### config.mk
export PLATFORM = sky130hd
export DESIGN_NAME = clock_ctrl
export DESIGN_NICKNAME = d
export VERILOG_FILES = /design/src/rtl/clock_ctrl.sv
export SDC_FILE = /design/constraint.sdc
export NUM_CORES = 1
export LEC_CHECK = 0
export ABC_AREA = 1
export CAP_MARGIN = 0
export CORE_MARGIN = 5
export CORE_UTILIZATION = 45
export CTS_CLUSTER_SIZE = 28
export DETAILED_ROUTE_END_ITERATION = 6
export PLACE_DENSITY = 0.64
export SLEW_MARGIN = 15
export SYNTH_ARGS = -nofsm -noshare
export SYNTH_HDL_FRONTEND = slang
export SYNTH_SLANG_ARGS = --single-unit
### constraint.sdc
create_clock -name clk_in -period 2.3 [get_ports clk_in]
set_input_delay 0.46 -clock clk_in [delete_from_list [all_inputs] [get_ports clk_in]]
set_output_delay 0.46 -clock clk_in [all_outputs]
set_load 0.1 [all_outputs]
### src/rtl/clock_ctrl.sv
// rtl/clock_ctrl.sv - CPU clock-enable controller (run/step); cycle counter built only with CLOCK_CTRL_CYCLE_COUNTER_EN
module clock_ctrl #(
  parameter logic [27:0] DEBOUNCE_CYCLES = 28'd500_000,
  parameter int          COUNT_W         = 16
) (
  input  logic               clk_in,
  input  logic               reset,
  input  logic               slow_clk,
  input  logic               step_btn,
  input  logic               run_sw,
  input  logic               halt_req,
  output logic               cpu_clk_en,
  output logic               halted,
  output logic [COUNT_W-1:0] cycle_count
);

  typedef enum logic [1:0] {
    ST_HALT      = 2'd0,
    ST_RUN       = 2'd1,
    ST_STEP_WAIT = 2'd2
  } state_t;

  state_t      state_q;
  logic        cpu_clk_en_q;
  logic        halted_q;

  logic        step_meta_q, step_sync_q;
  logic        run_meta_q,  run_sync_q;
  logic [27:0] step_cnt_q,  run_cnt_q;
  logic        step_db_q,   run_db_q;
  logic        step_db_prev_q;
  logic        slow_prev_q;

  logic        step_press;
  logic        tick;

  // Two-flop synchronizers for the asynchronous button and switch.
  always_ff @(posedge clk_in) begin
    if (reset) begin
      step_meta_q <= 1'b0;
      step_sync_q <= 1'b0;
      run_meta_q  <= 1'b0;
      run_sync_q  <= 1'b0;
    end else begin
      step_meta_q <= step_btn;
      step_sync_q <= step_meta_q;
      run_meta_q  <= run_sw;
      run_sync_q  <= run_meta_q;
    end
  end

  // Step-button debouncer: accept a new level after it has differed for DEBOUNCE_CYCLES cycles.
  always_ff @(posedge clk_in) begin
    if (reset) begin
      step_cnt_q <= '0;
      step_db_q  <= 1'b0;
    end else if (step_sync_q == step_db_q) begin
      step_cnt_q <= '0;
    end else if (step_cnt_q == DEBOUNCE_CYCLES - 28'd1) begin
      step_db_q  <= step_sync_q;
      step_cnt_q <= '0;
    end else begin
      step_cnt_q <= step_cnt_q + 28'd1;
    end
  end

  // Run-switch debouncer, same scheme as the step button.
  always_ff @(posedge clk_in) begin
    if (reset) begin
      run_cnt_q <= '0;
      run_db_q  <= 1'b0;
    end else if (run_sync_q == run_db_q) begin
      run_cnt_q <= '0;
    end else if (run_cnt_q == DEBOUNCE_CYCLES - 28'd1) begin
      run_db_q  <= run_sync_q;
      run_cnt_q <= '0;
    end else begin
      run_cnt_q <= run_cnt_q + 28'd1;
    end
  end

  // Edge-detect history; slow_prev resets high so a slow_clk already high after reset is not a tick.
  always_ff @(posedge clk_in) begin
    if (reset) begin
      step_db_prev_q <= 1'b0;
      slow_prev_q    <= 1'b1;
    end else begin
      step_db_prev_q <= step_db_q;
      slow_prev_q    <= slow_clk;
    end
  end

  assign step_press = step_db_q & ~step_db_prev_q;
  assign tick       = slow_clk & ~slow_prev_q;

  // Run/halt/step FSM with registered pulse and halted flag (halted tracks the next state).
  always_ff @(posedge clk_in) begin
    if (reset) begin
      state_q      <= ST_HALT;
      cpu_clk_en_q <= 1'b0;
      halted_q     <= 1'b1;
    end else begin
      cpu_clk_en_q <= 1'b0;
      case (state_q)
        ST_RUN: begin
          if (!run_db_q || halt_req) begin
            state_q  <= ST_HALT;
            halted_q <= 1'b1;
          end else begin
            halted_q <= 1'b0;
            if (tick) cpu_clk_en_q <= 1'b1;
          end
        end
        ST_HALT: begin
          if (step_press) begin
            state_q      <= ST_STEP_WAIT;
            cpu_clk_en_q <= 1'b1;
            halted_q     <= 1'b1;
          end else if (run_db_q && !halt_req) begin
            state_q  <= ST_RUN;
            halted_q <= 1'b0;
          end else begin
            halted_q <= 1'b1;
          end
        end
        ST_STEP_WAIT: begin
          if (!step_db_q) state_q <= ST_HALT;
          halted_q <= 1'b1;
        end
        default: begin
          state_q  <= ST_HALT;
          halted_q <= 1'b1;
        end
      endcase
    end
  end

  assign cpu_clk_en = cpu_clk_en_q;
  assign halted     = halted_q;

`ifdef CLOCK_CTRL_CYCLE_COUNTER_EN
  logic [COUNT_W-1:0] count_q;

  // Count issued CPU cycles; wraps silently.
  always_ff @(posedge clk_in) begin
    if (reset) begin
      count_q <= '0;
    end else if (cpu_clk_en_q) begin
      count_q <= count_q + COUNT_W'(1);
    end
  end

  assign cycle_count = count_q;
`else
  assign cycle_count = '0;
`endif

endmodule

==> results of run 1 <==
[per-layer routing]
metal,track usage [%],vias to the layer above,wire [um]
li1,-,1735,-
met1,21.71,1427,3685
met2,26.50,82,3493
met3,3.266,11,463
met4,6.425,0,115
met5,0,-,0
[flip-flops by register name, summed over array words and instances (netlist names)]
register        cells
cpu_clk_en          1
halted              1
run_cnt_q          28
run_db_q            1
run_meta_q          1
run_sync_q          1
slow_prev_q         1
state_q             2
step_cnt_q         28
step_db_prev_q      1
step_db_q           1
step_meta_q         1
step_sync_q         1
[per-stage QoR]
stage / area (um^2) / power, W / instances
CTS: 3970 / 0.002397 / 689
finish: 3970 / 0.002374 / 689
detailed placement: 3764 / 0.001356 / 673
global placement: 3764 / 0.001356 / 673
global route: 3970 / 0.002450 / 689
floorplan: 3731 / 0.001368 / 581
[worst max-delay path: stages (launching register included)]
cell	delay, ns
dfxtp_1	0.45
ha_1	0.28
nand3_2	0.16
inv_2	0.14
nand3_2	0.09
nor2_4	0.12
nand2_2	0.08
nand2_4	0.29
nor2_1	0.08
[worst paths after layout]
| path | depth (start not counted) | endpoint | from |
|---|---|---|---|
| worst min-delay path | 2 | run_sync_q | run_meta_q |
| worst max-delay path | 8 | run_cnt_q[1] | run_cnt_q[0] |
| worst max register to register | 8 | run_cnt_q[1] | run_cnt_q[0] |
| worst min register to register | 2 | run_sync_q | run_meta_q |
[logic make-up (layout without fill, tap and decap cells)]
family / count (synthesis) / after routing
xor gates and xnor gates: 22 / 22
buffers and inverters: 79 / 82
DFF: 68 / 68
adders and majority gates: 2 / 2
and+or+nand+nor: 360 / 360
other: 1 / 16
AOI/OAI and AO/OA: 34 / 34
[synthesized netlist by cell type]
library cell	instances
nor2_4	3
xnor2_1	8
conb_1	1
nand3_2	3
nand2_4	1
o21ai_0	2
buf_2	1
nand2_1	171
dfxtp_1	68
ha_1	2
nand2_2	2
nand3_1	26
buf_12	1
a2111oi_0	1
buf_6	1
or2_2	3
nor2_1	134
a21oi_2	9
nor2_2	4
a21oi_1	22
buf_4	18
xor2_1	14
nand3b_1	6
or2_0	1
inv_1	56
inv_2	2
nand4_1	6
[cell type report]
| cell class | count | area (um^2) |
|---|---|---|
| Fill cell | 852 | 4123 |
| Multi-Input combinational cell | 434 | 1981 |
| Sequential cell | 68 | 1361 |
| Inverter | 58 | 217.7 |
| Tap cell | 105 | 131.4 |
| Clock buffer | 9 | 123.9 |
| Clock inverter | 7 | 82.58 |
| Timing Repair Buffer | 8 | 72.57 |
[power by group]
part / leakage, nW / switching [W] / internal [W]
Clock: 0.0984 / 0.000528 / 0.000518
Sequential: 0.549 / 0.00000259 / 0.00118
Combinational: 0.554 / 0.000131 / 0.0000137
==> impl_metrics.toml, run 1 <==
[clock_tree]
cts_buffer_depth = 2
cts.sinks = 68
h-tree-depth = 3
cts_tree = "yes"
holdBufCountCts = 0
post-cts-setup-buffers = 0
cts_resized = 0
cts-root-buf = "clkbuf_8"
clkSlewWorstSetupHoldPaths_ns = 0.09
clkLatencyLatePin_ns = 0.35
cts_buffers = 9

[floorplan]
start_util_pct = 45.41
coreArea_mm2 = 0.008093
io_pins = 24
placementRows = 33
die_x_um = 100.4
die_area_mm2 = 0.01007
fp.dieH_um = 100.4

[worst_setup_path]
end_kind = "flop"
required_ns = 2.52
crit_fanout = 26
critPathKind = "flop to flop"
startpoint_type = "flop"
critPathArrivalTime_ns = 2.05
reg2reg_slack_ns = 0.47

[sta]
final_max_slew_viol_count = 0
fmax_ghz = 0.5476
finalCriticalPeriod_ns = 1.826
tightest_slew_ns = 0.5389
fin_skew_ns = 0.01548
final.setup.worst_slack_ns = 0.4739
hold_ws_ns = 0.4076
setup_viol = 0
hold_violations = 0
setup_tns_ns = 0
slew_headroom_pct = 63.95
timing.final.crit_share_pct = 79.40
rsz0062_at_grt = "no"

[grt]
grt_pass1_vias = 3088
grt_first_pass_wirelength_um = 13500
grt_usage_pct = 16.47
grt_max_degree = 29
overflow = 0
antenna_found_initial = 0

[synthesis]
synth_area_mm2 = 0.003675
synthCells = 566
synthTopCellsByArea = "dfxtp_1 (37%), nand2_1 (17%), nor2_1 (14%)"
muxShareOfSynthArea_pct = 0
synth_top_area_share_pct = 37.04
yosys.cell_types.count = 27
synth_fa_ha_area_share_pct = 0.6810
synth-simple-area-share_pct = 40.69
synth_compound_area_share_pct = 5.652
synth_top_cell_by_area = "dfxtp_1"
synth-xor-area-share_pct = 5.243
synth_seq_cells = 68
yosysSeqAreaShare_pct = 37.04
syn_avg_cell_area_um2 = 6.493
synth_top_family_by_area = "simple AND/OR/NAND/NOR gates"
yosysWarnings = 0

[cells_and_area]
layout_common_cells = "nand2_1 (171), nor2_1 (134), dfxtp_1 (68), inv_1 (56), nand3_1 (26)"
nets = 587
areaGrowthSynthToFinish_pct = 8.035
num_antenna_cells = 0
drive_gt1_share_pct = 7.877
final_common_cell = "nand2_1"
final_util_pct = 49.06

[drt]
viasPerCell = 4.724
drc = 0
vias = 3255
routed_wl_um = 7757
dr.pass1.iters = 4
first_iter_violations = 176
ant_nets = 0
routedWlPerCell_um = 11.26

[job]
maxCapViolations = 0

[pwr]
max-vdd-ir-drop_mv = 0.4308
leakagePower_nw = 1.201
power_density_mw_per_mm2 = 598.0

[hold_path]
hp-class = "flop to flop"

[place]
place.gp.congestion = 0.9153
pre_cts_ws_ns = 0.3601
port_buffers = 7
hpwl_um = 5914

[outcome]
status = "complete, no violations"
Note: power is estimated with default switching activity, not from simulation.
==> run 2: changes to the inputs <==
==> constraint.sdc (replaced) <==
create_clock -name clk_in -period 1.9 [get_ports clk_in]
set_input_delay 0.38 -clock clk_in [delete_from_list [all_inputs] [get_ports clk_in]]
set_output_delay 0.38 -clock clk_in [all_outputs]
set_load 0.1 [all_outputs]
==> impl_metrics.toml, run 2 (same netlist as run 1, synthesis figures left out) <==
[outcome]
status = "complete, no violations"

[hold_path]
worstHoldPathCells = 2
min_to = "step_sync_q"
min_from = "step_meta_q"
hp-class = "flop to flop"

[worst_setup_path]
end_kind = "flop"
path_delay_family = "simple AND/OR/NAND/NOR gates"
required_ns = 2.14
rr_endpoint = "run_cnt_q[10]"
reg2reg_from = "run_cnt_q[1]"
worst-path-buf-inv = 1
critPathArrivalTime_ns = 1.93
max_stage_delay_ns = 0.37
crit_fanout = 5
cp_slowest_cell = "dfxtp_1"
startpoint_type = "flop"
critPathKind = "flop to flop"
reg2reg_slack_ns = 0.21
rr_worst_depth = 7
path_cells = "ha_1 > nand3_2 > inv_2 > nand2_1 > nor2_1 > xor2_1 > nor2_2"

[grt]
antenna_found_initial = 0
grt_usage_pct = 16.39
grt_first_pass_wirelength_um = 13250
grt_pass1_vias = 2982
overflow = 0
grt_max_degree = 29

[floorplan]
placementRows = 33
coreArea_mm2 = 0.008093
die_x_um = 100.4
io_pins = 24
fp.dieH_um = 100.4
start_util_pct = 45.41
die_area_mm2 = 0.01007

[clock_tree]
clkSlewWorstSetupHoldPaths_ns = 0.08
post-cts-setup-buffers = 0
cts.sinks = 68
cts_buffers = 9
cts_buffer_depth = 2
cts_tree = "yes"
clkLatencyLatePin_ns = 0.36
h-tree-depth = 3
holdBufCountCts = 0
cts_resized = 0
cts-root-buf = "clkbuf_8"

[drt]
dr.pass1.iters = 4
viasPerCell = 4.774
vias = 3299
routedWlPerCell_um = 11.13
routed_wl_um = 7693
drc = 0
first_iter_violations = 153
ant_nets = 0

[pwr]
max-vdd-ir-drop_mv = 0.5701
power_density_mw_per_mm2 = 715.4
leakagePower_nw = 1.212
power.total_w = 0.002855

[place]
place.gp.congestion = 0.9507
port_buffers = 7
hpwl_um = 5876
post_dp_cell_area_mm2 = 0.003779

[sta]
final_max_slew_viol_count = 0
hold_violations = 0
setup_viol = 0
fin_skew_ns = 0.01395
hold_ws_ns = 0.4034
fmax_ghz = 0.5920
rsz0062_at_grt = "no"
finalCriticalPeriod_ns = 1.689
timing.final.crit_share_pct = 88.91
setup_tns_ns = 0

[cells_and_area]
final_util_pct = 49.32
num_antenna_cells = 0
drive_gt1_share_pct = 8.191
layout_common_cells = "nand2_1 (171), nor2_1 (134), dfxtp_1 (68), inv_1 (56), nand3_1 (26)"
reg_top3 = "run_cnt_q: 28 flops, step_cnt_q: 28 flops, state_q: 2 flops"
final_cell_area_mm2 = 0.003991
final_common_cell = "nand2_1"
nets = 589
areaGrowthSynthToFinish_pct = 8.614

[job]
maxCapViolations = 0
-- run 2: worst max path at each step --
| stage | from | end | slack (ns) | cells past startpoint |
|---|---|---|---|---|
| finish | run_cnt_q[1] | run_cnt_q[10] | 0.21 | 7 |
| global route | step_cnt_q[0] | step_cnt_q[16] | 0.06 | 7 |
| CTS | run_cnt_q[1] | run_cnt_q[12] | 0.15 | 8 |
| detailed placement | reset | run_cnt_q[14] | 0.14 | 6 |
| global placement | reset | run_cnt_q[8] | 0.19 | 6 |
| floorplan | run_cnt_q[0] | run_cnt_q[10] | 0.40 | 9 |
-- run 2: final cells by class --
type	instances	area [um^2]
fillers	864	4101
multi-input cells	434	1989
flip-flops and latches	68	1361
inverters	58	217.7
well taps	105	131.4
clock buffers	9	123.9
repair buffers	10	87.58
clock inverters	7	80.08
-- run 2: per-layer routing --
layer  global-route usage (%)  routed length [um]
met5                        0                   0
met4                    6.425                 156
met3                    3.475                 396
met2                    24.41                3305
met1                    23.11                3834
-- run 2: report_power, final --
| part | internal, W | leakage (nW) | switching, W |
|---|---|---|---|
| Sequential | 0.00143 | 0.549 | 0.00000238 |
| Combinational | 0.0000184 | 0.566 | 0.000160 |
| Clock | 0.000624 | 0.0973 | 0.000620 |
-- run 2: worst reg2reg max path: cells and delay by family, from the launching register on --
kind / cells / cell delay (ns)
xor+xnor: 1 / 0.21
buf+inv: 1 / 0.14
fa+ha+maj: 1 / 0.25
simple gates: 4 / 0.61
flops: 1 / 0.37
-- run 2: per-stage QoR --
stage	instances	setup slack, ns
floorplan	581	0.4001
global placement	675	0.1869
detailed placement	675	0.1406
CTS	691	0.1467
global route	691	0.05833
finish	691	0.2107
